<file path="config.mk">
export PLATFORM = sky130hd
export DESIGN_NAME = seq_fixmul_alu
export DESIGN_NICKNAME = d
export VERILOG_FILES = /design/src/rtl/seq_fixmul_alu.sv
export SDC_FILE = /design/constraint.sdc
export NUM_CORES = 1
export LEC_CHECK = 0
export ABC_AREA = 1
export BUFFER_PORTS_ARGS = -buffer_cell sky130_fd_sc_hd__buf_2
export CAP_MARGIN = 15
export CORE_MARGIN = 5
export CORE_UTILIZATION = 55
export DETAILED_ROUTE_END_ITERATION = 10
export GPL_ROUTABILITY_DRIVEN = 0
export PLACE_DENSITY = 0.74
export SLEW_MARGIN = 20
export SYNTH_ARGS = -nofsm -noshare
export SYNTH_HDL_FRONTEND = slang
export SYNTH_SLANG_ARGS = --single-unit
</file>
<file path="constraint.sdc">
create_clock -name clk -period 6.8 [get_ports clk]
set_clock_uncertainty 0.15 [all_clocks]
set_input_delay 1.02 -clock clk [delete_from_list [all_inputs] [get_ports clk]]
set_output_delay 1.02 -clock clk [all_outputs]
set_load 0.1 [all_outputs]
</file>
<file path="src/rtl/seq_fixmul_alu.sv">
// seq_fixmul_alu: clocked ALU with ADD, SUB, PASS_A and an iterative
// shift-add signed fractional multiplier (one multiplier bit per cycle).
// Results and flags are registered and announced by a one-cycle done pulse.
// busy stays high while a multiply iterates, so the core can stall the PC.
//
// Optional build macro: ALU_SATURATE_EN
//   defined   : ADD/SUB signed overflow and MUL range overflow clamp the
//               result to the most positive or most negative value
//   undefined : results wrap modulo 2^N
module seq_fixmul_alu #(
  parameter int N    = 8,
  parameter int FRAC = 7
) (
  input  logic         clk,
  input  logic         reset,
  input  logic         start,
  input  logic [1:0]   func,
  input  logic [N-1:0] a,
  input  logic [N-1:0] b,
  output logic         busy,
  output logic         done,
  output logic [N-1:0] result,
  output logic [1:0]   flags
);

  localparam int CW = $clog2(N) + 1;

  localparam logic [1:0] OP_ADD  = 2'b00;
  localparam logic [1:0] OP_SUB  = 2'b01;
  localparam logic [1:0] OP_MUL  = 2'b10;
  localparam logic [1:0] OP_PASS = 2'b11;

  localparam logic [CW-1:0] LAST_ITER = CW'(N - 1);

  typedef enum logic {
    IDLE    = 1'b0,
    MUL_RUN = 1'b1
  } state_t;

  // Control state (reset)
  state_t          state_q, state_d;
  logic            done_q, done_d;
  logic [N-1:0]    result_q, result_d;
  logic [1:0]      flags_q, flags_d;
  logic [CW-1:0]   cnt_q, cnt_d;

  // Multiplier datapath (no reset; always loaded when a MUL is accepted)
  logic [2*N-1:0]  mcand_q, mcand_d;
  logic [N-1:0]    mplier_q, mplier_d;
  logic [2*N-1:0]  acc_q, acc_d;
  logic            sign_q, sign_d;

  // Combinational helpers
  logic [2*N-1:0]  acc_sum;
  logic [2*N-1:0]  prod;
  logic [N-1:0]    mul_res;
  logic [N-1:0]    alu_res;
  logic            unused_prod;

  // Unsigned magnitude of an N-bit two's complement value. The most negative
  // input maps to 2^(N-1), which still fits in N unsigned bits.
  function automatic logic [N-1:0] abs_mag(input logic [N-1:0] v);
    return v[N-1] ? (~v + 1'b1) : v;
  endfunction

`ifdef ALU_SATURATE_EN
  localparam logic [N-1:0] SAT_MAX = {1'b0, {(N-1){1'b1}}};
  localparam logic [N-1:0] SAT_MIN = {1'b1, {(N-1){1'b0}}};

  // Signed add/subtract with clamping on overflow. One extra bit of headroom
  // makes overflow visible as a disagreement between the top two bits.
  function automatic logic [N-1:0] sat_addsub(input logic [N-1:0] x,
                                              input logic [N-1:0] y,
                                              input logic         sub);
    logic [N:0] w;
    w = sub ? ({x[N-1], x} - {y[N-1], y}) : ({x[N-1], x} + {y[N-1], y});
    if (w[N] != w[N-1]) begin
      return w[N] ? SAT_MIN : SAT_MAX;
    end
    return w[N-1:0];
  endfunction

  // Fixed-point product clamp. hi holds every product bit from the result
  // sign bit upward; if they are not all equal the value does not fit in N
  // bits and is clamped according to the product sign (hi MSB).
  function automatic logic [N-1:0] sat_mul(input logic [N-FRAC:0] hi,
                                           input logic [N-1:0]    field);
    if (!((hi == '0) || (hi == '1))) begin
      return hi[N-FRAC] ? SAT_MIN : SAT_MAX;
    end
    return field;
  endfunction
`endif

  // Single-cycle operations and formatting of the finished product
  always_comb begin
    acc_sum = mplier_q[0] ? (acc_q + mcand_q) : acc_q;
    prod    = sign_q ? (~acc_sum + 1'b1) : acc_sum;

`ifdef ALU_SATURATE_EN
    mul_res = sat_mul(prod[2*N-1:FRAC+N-1], prod[FRAC+N-1:FRAC]);
`else
    mul_res = prod[FRAC+N-1:FRAC];
`endif

    alu_res = a;
    case (func)
`ifdef ALU_SATURATE_EN
      OP_ADD:  alu_res = sat_addsub(a, b, 1'b0);
      OP_SUB:  alu_res = sat_addsub(a, b, 1'b1);
`else
      OP_ADD:  alu_res = a + b;
      OP_SUB:  alu_res = a - b;
`endif
      OP_PASS: alu_res = a;
      default: alu_res = a;
    endcase
  end

  // Product bits outside the result field are only consulted for clamping
  assign unused_prod = ^{prod[2*N-1:FRAC+N], prod[FRAC-1:0]};

  // Next-state logic: accept requests in IDLE, iterate the multiplier in MUL_RUN
  always_comb begin
    state_d  = state_q;
    done_d   = 1'b0;
    result_d = result_q;
    flags_d  = flags_q;
    cnt_d    = cnt_q;
    mcand_d  = mcand_q;
    mplier_d = mplier_q;
    acc_d    = acc_q;
    sign_d   = sign_q;

    case (state_q)
      IDLE: begin
        if (start) begin
          if (func == OP_MUL) begin
            mcand_d  = {{N{1'b0}}, abs_mag(a)};
            mplier_d = abs_mag(b);
            acc_d    = '0;
            cnt_d    = '0;
            sign_d   = a[N-1] ^ b[N-1];
            state_d  = MUL_RUN;
          end else begin
            result_d = alu_res;
            done_d   = 1'b1;
          end
        end
      end

      MUL_RUN: begin
        acc_d    = acc_sum;
        mcand_d  = mcand_q << 1;
        mplier_d = mplier_q >> 1;
        cnt_d    = cnt_q + 1'b1;
        if (cnt_q == LAST_ITER) begin
          result_d = mul_res;
          done_d   = 1'b1;
          state_d  = IDLE;
        end
      end

      default: state_d = IDLE;
    endcase

    if (done_d) begin
      flags_d = {result_d[N-1], (result_d == '0)};
    end
  end

  // Control and architectural output registers, cleared by reset
  always_ff @(posedge clk) begin
    if (reset) begin
      state_q  <= IDLE;
      done_q   <= 1'b0;
      result_q <= '0;
      flags_q  <= 2'b01;
      cnt_q    <= '0;
    end else begin
      state_q  <= state_d;
      done_q   <= done_d;
      result_q <= result_d;
      flags_q  <= flags_d;
      cnt_q    <= cnt_d;
    end
  end

  // Multiplier operand and accumulator registers
  always_ff @(posedge clk) begin
    mcand_q  <= mcand_d;
    mplier_q <= mplier_d;
    acc_q    <= acc_d;
    sign_q   <= sign_d;
  end

  assign busy   = (state_q == MUL_RUN);
  assign done   = done_q;
  assign result = result_q;
  assign flags  = flags_q;

endmodule

</file>
==> flow_metrics.tcl, run 1 <==
set metrics [dict create \
    status "complete, no violations" \
    ys_warn_count 0 \
    syn_inst 663 \
    synth.mux.area_fraction_pct 0.2226 \
    hp-class "reg -> reg" \
    dieArea_um2 10080 \
    crit_fanout 13 \
    cp_slowest_cell "fa_1" \
    synth_fa_ha_area_share_pct 7.846 \
    grt_max_degree 41 \
    cts_setup_buffers 0 \
    worst_pin_slew_ps 816.4 \
    first_pass_iters 5 \
    synth_edf_count 39 \
    ir_drop_mv 0.1327 \
    r2r_slack_ps 3790 \
    cp_common_cell "nand2_1" \
    synth_top_family_by_area "simple AND/OR/NAND/NOR gates" \
    synth_area_leaders "edfxtp_1, nand2_1, inv_1, nand3_1, dfxtp_1" \
    clockRootBuffer "clkbuf_8" \
    synth.largest_area_cell "edfxtp_1" \
    cts.path.max_buffers 2 \
    fill_cells 820 \
    multi_input_area_um2 2569 \
    yosysSeqAreaShare_pct 33.17 \
    syn_area_per_cell_um2 6.783 \
    slew_headroom_pct 45.57 \
    ios 33 \
    ys_ff_latch 55 \
    syn2layout_area_growth_pct 7.151 \
    path_clk_slew_ps 100 \
    fp.coreArea_um2 8093 \
    fin_hold_ws_ps 339.5 \
    path_cells "buf_2 > inv_2 > nand2_1 > nor2_1 > a21oi_1 > fa_1 > nand2_1 > nand2_1 > a21oi_1 > nor2_1 > nor2_1 > nor2_1 > nor2_1 > or2_2 > nand2_1 > a21oi_1 > o22ai_1 > nand2_1 > nand2_1 > nor2_1 > nand3_1 > nand2_1" \
    required_ps 6920 \
    finalWirelength_mm 10.58 \
    p_leak_nw 2.367 \
    hold_buffers 0 \
    synth_compound_area_share_pct 11.63 \
    drt.antenna.violating_nets 0 \
    grt_pass1_vias 3973 \
    max_freq_mhz 273.2 \
    worstSetupEndpointType "flop" \
    port-buffer-count 32 \
    drcViolationCount 0 \
    fp.dieH_um 100.4 \
    viasPerCell 5.361 \
    finalHoldViolCount 0 \
    grt_overflow 0 \
    cts.sinks 55 \
    cap_violations 0 \
    cts_tree "built" \
    insertion_delay_ps 310 \
    criticalPathCategory "in -> reg" \
    grt_usage_pct 21.83 \
    synthSimpleGateAreaFrac_pct 35.28 \
    nets 735 \
    cts_resized 0 \
    syn_nets 711 \
    row_count 33 \
    ff_latch_area_um2 1491 \
    period_minus_slack_ps 3661 \
    synth_most_common_cell "nand2_1" \
    htree_levels 2 \
    start_util_pct 55.57 \
    vias 4251 \
    drv_slew 0 \
    initialDrtViolationCount 244 \
    cts-buffers-inserted 5 \
    synth_common_cells "nand2_1, inv_1, nand3_1, nor2_1, a21oi_1" \
    worstPathArrival_ps 3780 \
    critical-path-max-stage-delay_ps 450 \
    layout-drive-gt1-share_pct 12.50 \
    synth_xor_area_share_pct 2.142 \
    antenna_found_initial 0 \
    antenna_cells 0 \
    startpoint_type "primary input" \
    yosys.cell_types.count 41 \
    setup_viol 0 \
    ys.flop_type "edfxtp_1" \
    powerDensity_nw_per_um2 184.6 \
    rsz0062_at_grt "false" \
    die_w_um 100.4 \
    final.period_utilization_pct 53.83 \
    ys_async_sr_fraction_pct 0 \
    grt_pass1_wl_mm 18.13 \
    wl_per_cell_um 13.34 \
    finalSetupTns_ps 0 \
    hpwl_mm 8.146 \
    synth_area_um2 4497 \
    synth_top_area_share_pct 26.04 \
]
## flip-flops by register name (all words and copies together) (netlist names)
| name | flops |
|---|---|
| flags | 2 |
| cnt_q | 4 |
| acc_q | 15 |
| sign_q | 1 |
| done | 1 |
| result | 8 |
| mcand_q | 15 |
| busy | 1 |
| mplier_q | 8 |
## critical path, delay by kind of cell
| kind | cells | cell delay (ps) |
|---|---|---|
| AOI/OAI and AO/OA | 4 | 470 |
| adders and majority gates | 1 | 450 |
| and+or+nand+nor | 15 | 1550 |
| buffers and inverters | 2 | 310 |
## per-stage QoR
| stage | util, % | std cells | setup WS [ps] | power [W] | area, µm² |
|---|---|---|---|---|---|
| floorplan | - | 663 | 3224 | 0.0006385 | 4497 |
| global placement | 58.41 | 785 | 2906 | 0.0006973 | 4727 |
| detailed placement | 58.41 | 785 | 2847 | 0.0007037 | 4727 |
| CTS | 59.54 | 793 | 3172 | 0.0008881 | 4818 |
| global route | 59.54 | 793 | 2801 | 0.0009452 | 4818 |
| finish | 59.54 | 793 | 3139 | 0.0008893 | 4818 |
## layout make-up
class	instances	share of cell area [%]
multi-input cells	495	53.31
flip-flops and latches	55	30.95
inverters	96	7.479
repair buffers	34	3.635
well taps	105	2.727
clock buffers	5	1.428
clock inverters	3	0.4674
## metal layers
layer / up-vias / track usage (%) / share of wire [%]
li1: 2214 / - / -
met1: 1923 / 29.47 / 46
met2: 97 / 36.60 / 48
met3: 17 / 2.363 / 4.1
met4: 0 / 7.150 / 1.8
met5: - / 0 / 0
## logic make-up (layout without fill, tap and decap cells)
kind of cell               after synthesis  in the layout
DFF                                     55             55
xor gates and xnor gates                11             11
AOI/OAI and AO/OA                       94             94
adders and majority gates               27             27
buffers and inverters                  113            138
and+or+nand+nor                        362            362
muxes                                    1              1
## worst paths after layout
kind / start / end / cells after the start
max: func[1] / flags[0] / 22
min: cnt_q[1] / cnt_q[1] / 2
min reg2reg: cnt_q[1] / cnt_q[1] / 2
max reg2reg: mcand_q[0] / flags[0] / 20
## power by group
part | total [W] | switching [W] | internal [W]
Combinational | 0.000302 | 0.000211 | 0.0000903
Sequential | 0.000398 | 0.0000146 | 0.000383
Clock | 0.000190 | 0.000115 | 0.0000750
Total | 0.000889 | 0.000341 | 0.000549
## cells in the final DEF, fill, tap and decap left out, drive strengths merged, types with 2 or more instances in the layout
| cell | Yosys | routed |
|---|---|---|
| nand2 | 192 | 192 |
| inv | 94 | 96 |
| nor2 | 72 | 72 |
| nand3 | 70 | 70 |
| a21oi | 53 | 53 |
| edfxtp | 39 | 39 |
| buf | 8 | 34 |
| o21ai | 28 | 28 |
| ha | 25 | 25 |
| dfxtp | 16 | 16 |
| or2 | 10 | 10 |
| nor3 | 9 | 9 |
| xor2 | 9 | 9 |
| o211ai | 6 | 6 |
| nand4 | 6 | 6 |
| clkbuf | 9 | 5 |
| clkinv | 2 | 3 |
| xnor2 | 2 | 2 |
| fa | 2 | 2 |
Note: power is estimated with default switching activity, not from simulation.
==> run 2: changes to the inputs <==
Settings changed: PLACE_DENSITY 0.74 to 0.77.
Clock period 6.8 ns to 3.15 ns, I/O delays scaled along.
==> run 2 against run 1 <==
  * Sequential cell count unchanged
  * Critical endpoint unchanged
  * Sequential share of layout area down 1.0 points
  * Largest power group unchanged
  * Clock power rose by 150%
==> flow_metrics.tcl, run 2 (synthesis results as in run 1) <==
set metrics [dict create \
    status "complete, no violations" \
    crit_buf_inv 2 \
    path_cells "ha_4 > inv_1 > fa_1 > inv_1 > nand2_1 > nand2_2 > nand3_2 > nand3_1 > nand3_1 > nand2_1 > nand2_2 > nor2_4 > nand3_1 > nand3_1 > nand3_1 > nand2_1 > nand3_1 > nor2_1 > nand3_1 > nand2_1" \
    antenna_cells 0 \
    criticalPathCategory "reg -> reg" \
    path_clk_slew_ps 100 \
    cp_common_cell "nand3_1" \
    hpwl_mm 8.228 \
    crit_fanout 4 \
    vias 4304 \
    drv_slew 0 \
    worst_pin_slew_ps 781.4 \
    finalHoldViolCount 0 \
    slew_headroom_pct 47.43 \
    start_util_pct 55.57 \
    r2r-end "flags[0]" \
    worstHoldEndpoint "result[7]" \
    row_count 33 \
    p_total_w 0.002009 \
    cts.sinks 55 \
    cp-startpoint "mcand_q[0]" \
    initialDrtViolationCount 258 \
    grt_pass1_wl_mm 17.95 \
    die_w_um 100.4 \
    cts.path.max_buffers 2 \
    fp.coreArea_um2 8093 \
    r2r_slack_ps 210 \
    hold_depth 2 \
    grt_overflow 0 \
    timing.hold.worst.start "reset" \
    postLayoutCellArea_um2 4987 \
    final_cell_mix "nand2_1, inv_1, nand3_1, nor2_1, a21oi_1" \
    nets 750 \
    required_ps 3260 \
    layout_commonest_cell "nand2_1" \
    place_area_um2 4825 \
    worstSetupEndpointType "flop" \
    antenna_found_initial 0 \
    cap_violations 0 \
    syn2layout_area_growth_pct 10.91 \
    viasPerCell 5.327 \
    r2r_cells 20 \
    first_pass_iters 7 \
    dp_slack_ps -135.6 \
    worstPathArrival_ps 3050 \
    fp.dieH_um 100.4 \
    final.period_utilization_pct 93.29 \
    drcViolationCount 0 \
    insertion_delay_ps 310 \
    r2r-start "mcand_q[0]" \
    final_util_pct 61.63 \
    htree_levels 2 \
    dieArea_um2 10080 \
    finalSetupTns_ps 0 \
    grt_max_degree 39 \
    powerDensity_nw_per_um2 402.8 \
    setup_viol 0 \
    crit_family "simple AND/OR/NAND/NOR gates" \
    critical-path-max-stage-delay_ps 430 \
    grt_pass1_vias 4074 \
    finalWirelength_mm 10.72 \
    max_freq_mhz 340.3 \
    startpoint_type "flop" \
    period_minus_slack_ps 2939 \
    grt_usage_pct 21.59 \
    port-buffer-count 32 \
    ios 33 \
    largest_registers "acc_q: 15 flops, mcand_q: 15 flops" \
    clockRootBuffer "clkbuf_8" \
    cp_slowest_cell "edfxtp_1" \
    cts-buffers-inserted 5 \
    wl_per_cell_um 13.27 \
    cts_tree "built" \
    drt.antenna.violating_nets 0 \
    worst_slack_ps 211.5 \
    ir_drop_mv 0.2833 \
    layout-drive-gt1-share_pct 15.22 \
    p_leak_nw 2.444 \
    hp-class "in -> reg" \
]
run 2: changes by cell type in the layout (fill, tap and decap cells not counted), sizes merged:
cell,change
buf,+15
bufinv,+1
clkbuf,+1
clkinv,-1
inv,-1
run 2: cell type report:
| cell class | count | area (µm²) |
|---|---|---|
| fillers | 783 | 3105 |
| multi-input cells | 495 | 2605 |
| flip-flops and latches | 55 | 1491 |
| inverters | 96 | 360.3 |
| repair buffers | 49 | 287.8 |
| well taps | 105 | 131.4 |
| clock buffers | 6 | 72.57 |
| clock inverters | 2 | 38.79 |
run 2: worst max-delay path by stage:
stage / end / slack, ps / cells past startpoint
2_1_floorplan: flags[0] / 120 / 22
3_3_place_gp: flags[1] / -60 / 22
3_5_place_dp: flags[1] / -140 / 22
4_1_cts: flags[0] / 170 / 20
5_1_grt: flags[0] / -10 / 19
6_report: flags[0] / 210 / 20
run 2: report_power, final:
part	switching [W]	internal (W)
registers	0.0000298	0.000827
clock network	0.000230	0.000241
logic	0.000468	0.000213
total	0.000728	0.00128
run 2: timing repair:
item	CTS	global route
setup buffers	0	2
hold buffers	0	0
setup endpoints to repair	0	3
resized for setup	0	13
run 2: worst register-to-register path, delay by kind of cell (launching register included):
kind / cells / cell delay [ps]
adder cells (fa/ha/maj): 2 / 560
flip-flops: 1 / 430
AND/OR/NAND/NOR: 16 / 1590
buffers and inverters: 2 / 170
run 2: stage by stage:
step                      hold WS [ps]  std cells
after floorplan                  303.2        663
after global placement           324.1        798
after detailed placement         330.0        798
after CTS                        327.5        806
after global routing             355.4        808
final                            343.5        808
run 2: layer usage:
layer,part of all wire (%),global-route usage [%]
met1,45,27.29
met2,50,39.04
met3,4.0,2.502
met4,1.0,5.492
met5,0,0
==> run 3: changes to the inputs <==
==> constraint.sdc (replaced) <==
create_clock -name clk -period 3.15 [get_ports clk]
set_clock_uncertainty 0.15 [all_clocks]
set_input_delay 0.63 -clock clk [delete_from_list [all_inputs] [get_ports clk]]
set_output_delay 0.63 -clock clk [all_outputs]
set_load 0.1 [all_outputs]
==> run 3 against run 2 <==
  * Via count grew 1.8%
  * Critical path type is now in -> reg
  * Power rose by 0.13%
  * Critical path depth is 1 higher
  * Worst setup slack worse by 72 ps
  * Sequential cell count did not move
  * Highest routed layer unchanged
  * Utilization rose by 2.1 points
==> flow_metrics.tcl, run 3 (synthesis results as in run 1) <==
set metrics [dict create \
    finalWirelength_mm 10.78 \
    ir_drop_mv 0.3501 \
    hold_buffers 0 \
    syn2layout_area_growth_pct 14.64 \
    criticalPathCategory "in -> reg" \
    cp-startpoint "b[2]" \
    nets 762 \
    layout_commonest_cell "nand2_1" \
    wl_per_cell_um 13.15 \
    hp-class "reg -> reg" \
    critical-path-max-stage-delay_ps 290 \
    drcViolationCount 0 \
    cts.path.max_buffers 2 \
    grt_usage_pct 21.98 \
    required_ps 3220 \
    finalHoldViolCount 0 \
    drt.antenna.violating_nets 0 \
    final_cell_mix "nand2_1, inv_1, nand3_1, nor2_1, a21oi_1" \
    clockRootBuffer "clkbuf_8" \
    r2r-start "mcand_q[0]" \
    viasPerCell 5.344 \
    final_cells 820 \
    timing.hold.worst.start "cnt_q[0]" \
    crit_end "flags[1]" \
    port-buffer-count 32 \
    max_freq_mhz 332.1 \
    antenna_found_initial 0 \
    combPwrFrac_pct 35.7 \
    grt_pass1_vias 4209 \
    initialDrtViolationCount 289 \
    grt_overflow 0 \
    insertion_delay_ps 310 \
    r2r_slack_ps 230 \
    start_util_pct 55.57 \
    final.period_utilization_pct 95.58 \
    r2r_cells 20 \
    place_inst 810 \
    fill_cells 763 \
    p_clk_share_pct 21.7 \
    rsz0062_at_grt "true" \
    p_seq_share_pct 42.6 \
    fin_hold_ws_ps 335.2 \
    worst_pin_slew_ps 807.1 \
    worstSetupEndpointType "flop" \
    crit_fanout 4 \
    layout-drive-gt1-share_pct 18.46 \
    vias 4382 \
    cts.sinks 55 \
    cap_violations 0 \
    powerDensity_nw_per_um2 390.2 \
    cts_tree "built" \
    slew_headroom_pct 45.70 \
    intPower_w 0.001271 \
    row_count 33 \
    cts-buffers-inserted 5 \
    hpwl_mm 8.311 \
    setup_viol 0 \
    worstPathArrival_ps 3080 \
    ios 33 \
    antenna_cells 0 \
    largest_registers "acc_q: 15 flops, mcand_q: 15 flops" \
    status "complete, no violations" \
    path_cells "buf_2 > buf_6 > nor2_4 > nand2_2 > nor3_2 > xor2_1 > nand2_1 > o21ai_1 > ha_1 > a21oi_2 > o21ai_2 > a21oi_2 > o21ai_1 > a21oi_2 > o21ai_1 > o211ai_1 > inv_1 > a21oi_2 > nand2_1 > nand2_1 > inv_1" \
    htree_levels 2 \
    swShare_pct 36.81 \
    cp_common_cell "a21oi_2" \
    path_clk_slew_ps 100 \
    die_w_um 100.4 \
    dieArea_um2 10080 \
    grt_pass1_wl_mm 18.26 \
    p_leak_nw 2.516 \
    startpoint_type "primary input" \
    first_pass_iters 4 \
    switching_power_w 0.0007403 \
    fp.coreArea_um2 8093 \
    r2r-end "flags[1]" \
    grt_max_degree 40 \
    cp_slowest_cell "ha_1" \
    fp.dieH_um 100.4 \
    period_minus_slack_ps 3011 \
    drv_slew 0 \
]
==> run 3: cell type report <==
| class | count | area [µm²] | share of cell area, % |
|---|---|---|---|
| clock buffer | 6 | 93.84 | 1.820 |
| clock inverter | 2 | 12.51 | 0.2427 |
| inverter | 96 | 360.3 | 6.990 |
| multi-input combinational | 495 | 2668 | 51.75 |
| sequential | 55 | 1491 | 28.93 |
| tap | 105 | 131.4 | 2.549 |
| timing repair buffer | 61 | 397.9 | 7.718 |
==> run 3: power groups by stage <==
stage / sequential (W) / combinational, W / clock [W]
after detailed placement: 0.000872 / 0.000683 / 0
after global placement: 0.000871 / 0.000667 / 0
after global routing: 0.000864 / 0.000798 / 0.000475
after CTS: 0.000856 / 0.000687 / 0.000449
after floorplan: 0.000958 / 0.000420 / 0
final: 0.000857 / 0.000718 / 0.000436
==> run 3: how the worst min path moves through the flow <==
stage / to / slack (ps) / cells after the start
after floorplan: cnt_q[0] / 300 / 1
after global placement: cnt_q[0] / 320 / 1
after detailed placement: cnt_q[0] / 320 / 1
after CTS: cnt_q[0] / 340 / 1
after global routing: cnt_q[0] / 370 / 1
final: cnt_q[0] / 340 / 1
==> run 3: what timing repair did <==
item,4_1_cts,5_1_grt
endpoints found under the setup margin,2,4
gates resized for setup,1,37
buffers inserted,0,2
pin swaps,0,24
==> run 3: worst max-delay path, delay by kind of cell <==
kind,cells,cell delay (ps)
buffers and inverters,4,360
xor gates and xnor gates,1,190
adders and majority gates,1,290
and+or+nand+nor,6,590
AOI/OAI and AO/OA,9,1030
==> run 3: metal layers <==
| layer | vias to the layer above | wire length [µm] | GRT usage, % |
|---|---|---|---|
| met2 | 129 | 5244 | 37.82 |
| met4 | 0 | 258 | 8.705 |
| li1 | 2263 | - | - |
| met3 | 23 | 495 | 2.363 |
| met5 | - | 0 | 0 |
| met1 | 1967 | 4786 | 28.24 |
==> run 3: through the flow <==
| stage | area [µm²] | power (W) | utilization, % | setup WS, ps | TNS, ps |
|---|---|---|---|---|---|
| 2_1_floorplan | 4498 | 0.001379 | - | 34.29 | 0 |
| 3_3_place_gp | 4915 | 0.001538 | 60.73 | -253.4 | -718.5 |
| 3_5_place_dp | 4915 | 0.001555 | 60.73 | -398.6 | -1201 |
| 4_1_cts | 5026 | 0.001992 | 62.11 | 4.228 | 0 |
| 5_1_grt | 5155 | 0.002137 | 63.70 | -49.28 | -49.28 |
| 6_report | 5155 | 0.002011 | 63.70 | 139.3 | 0 |
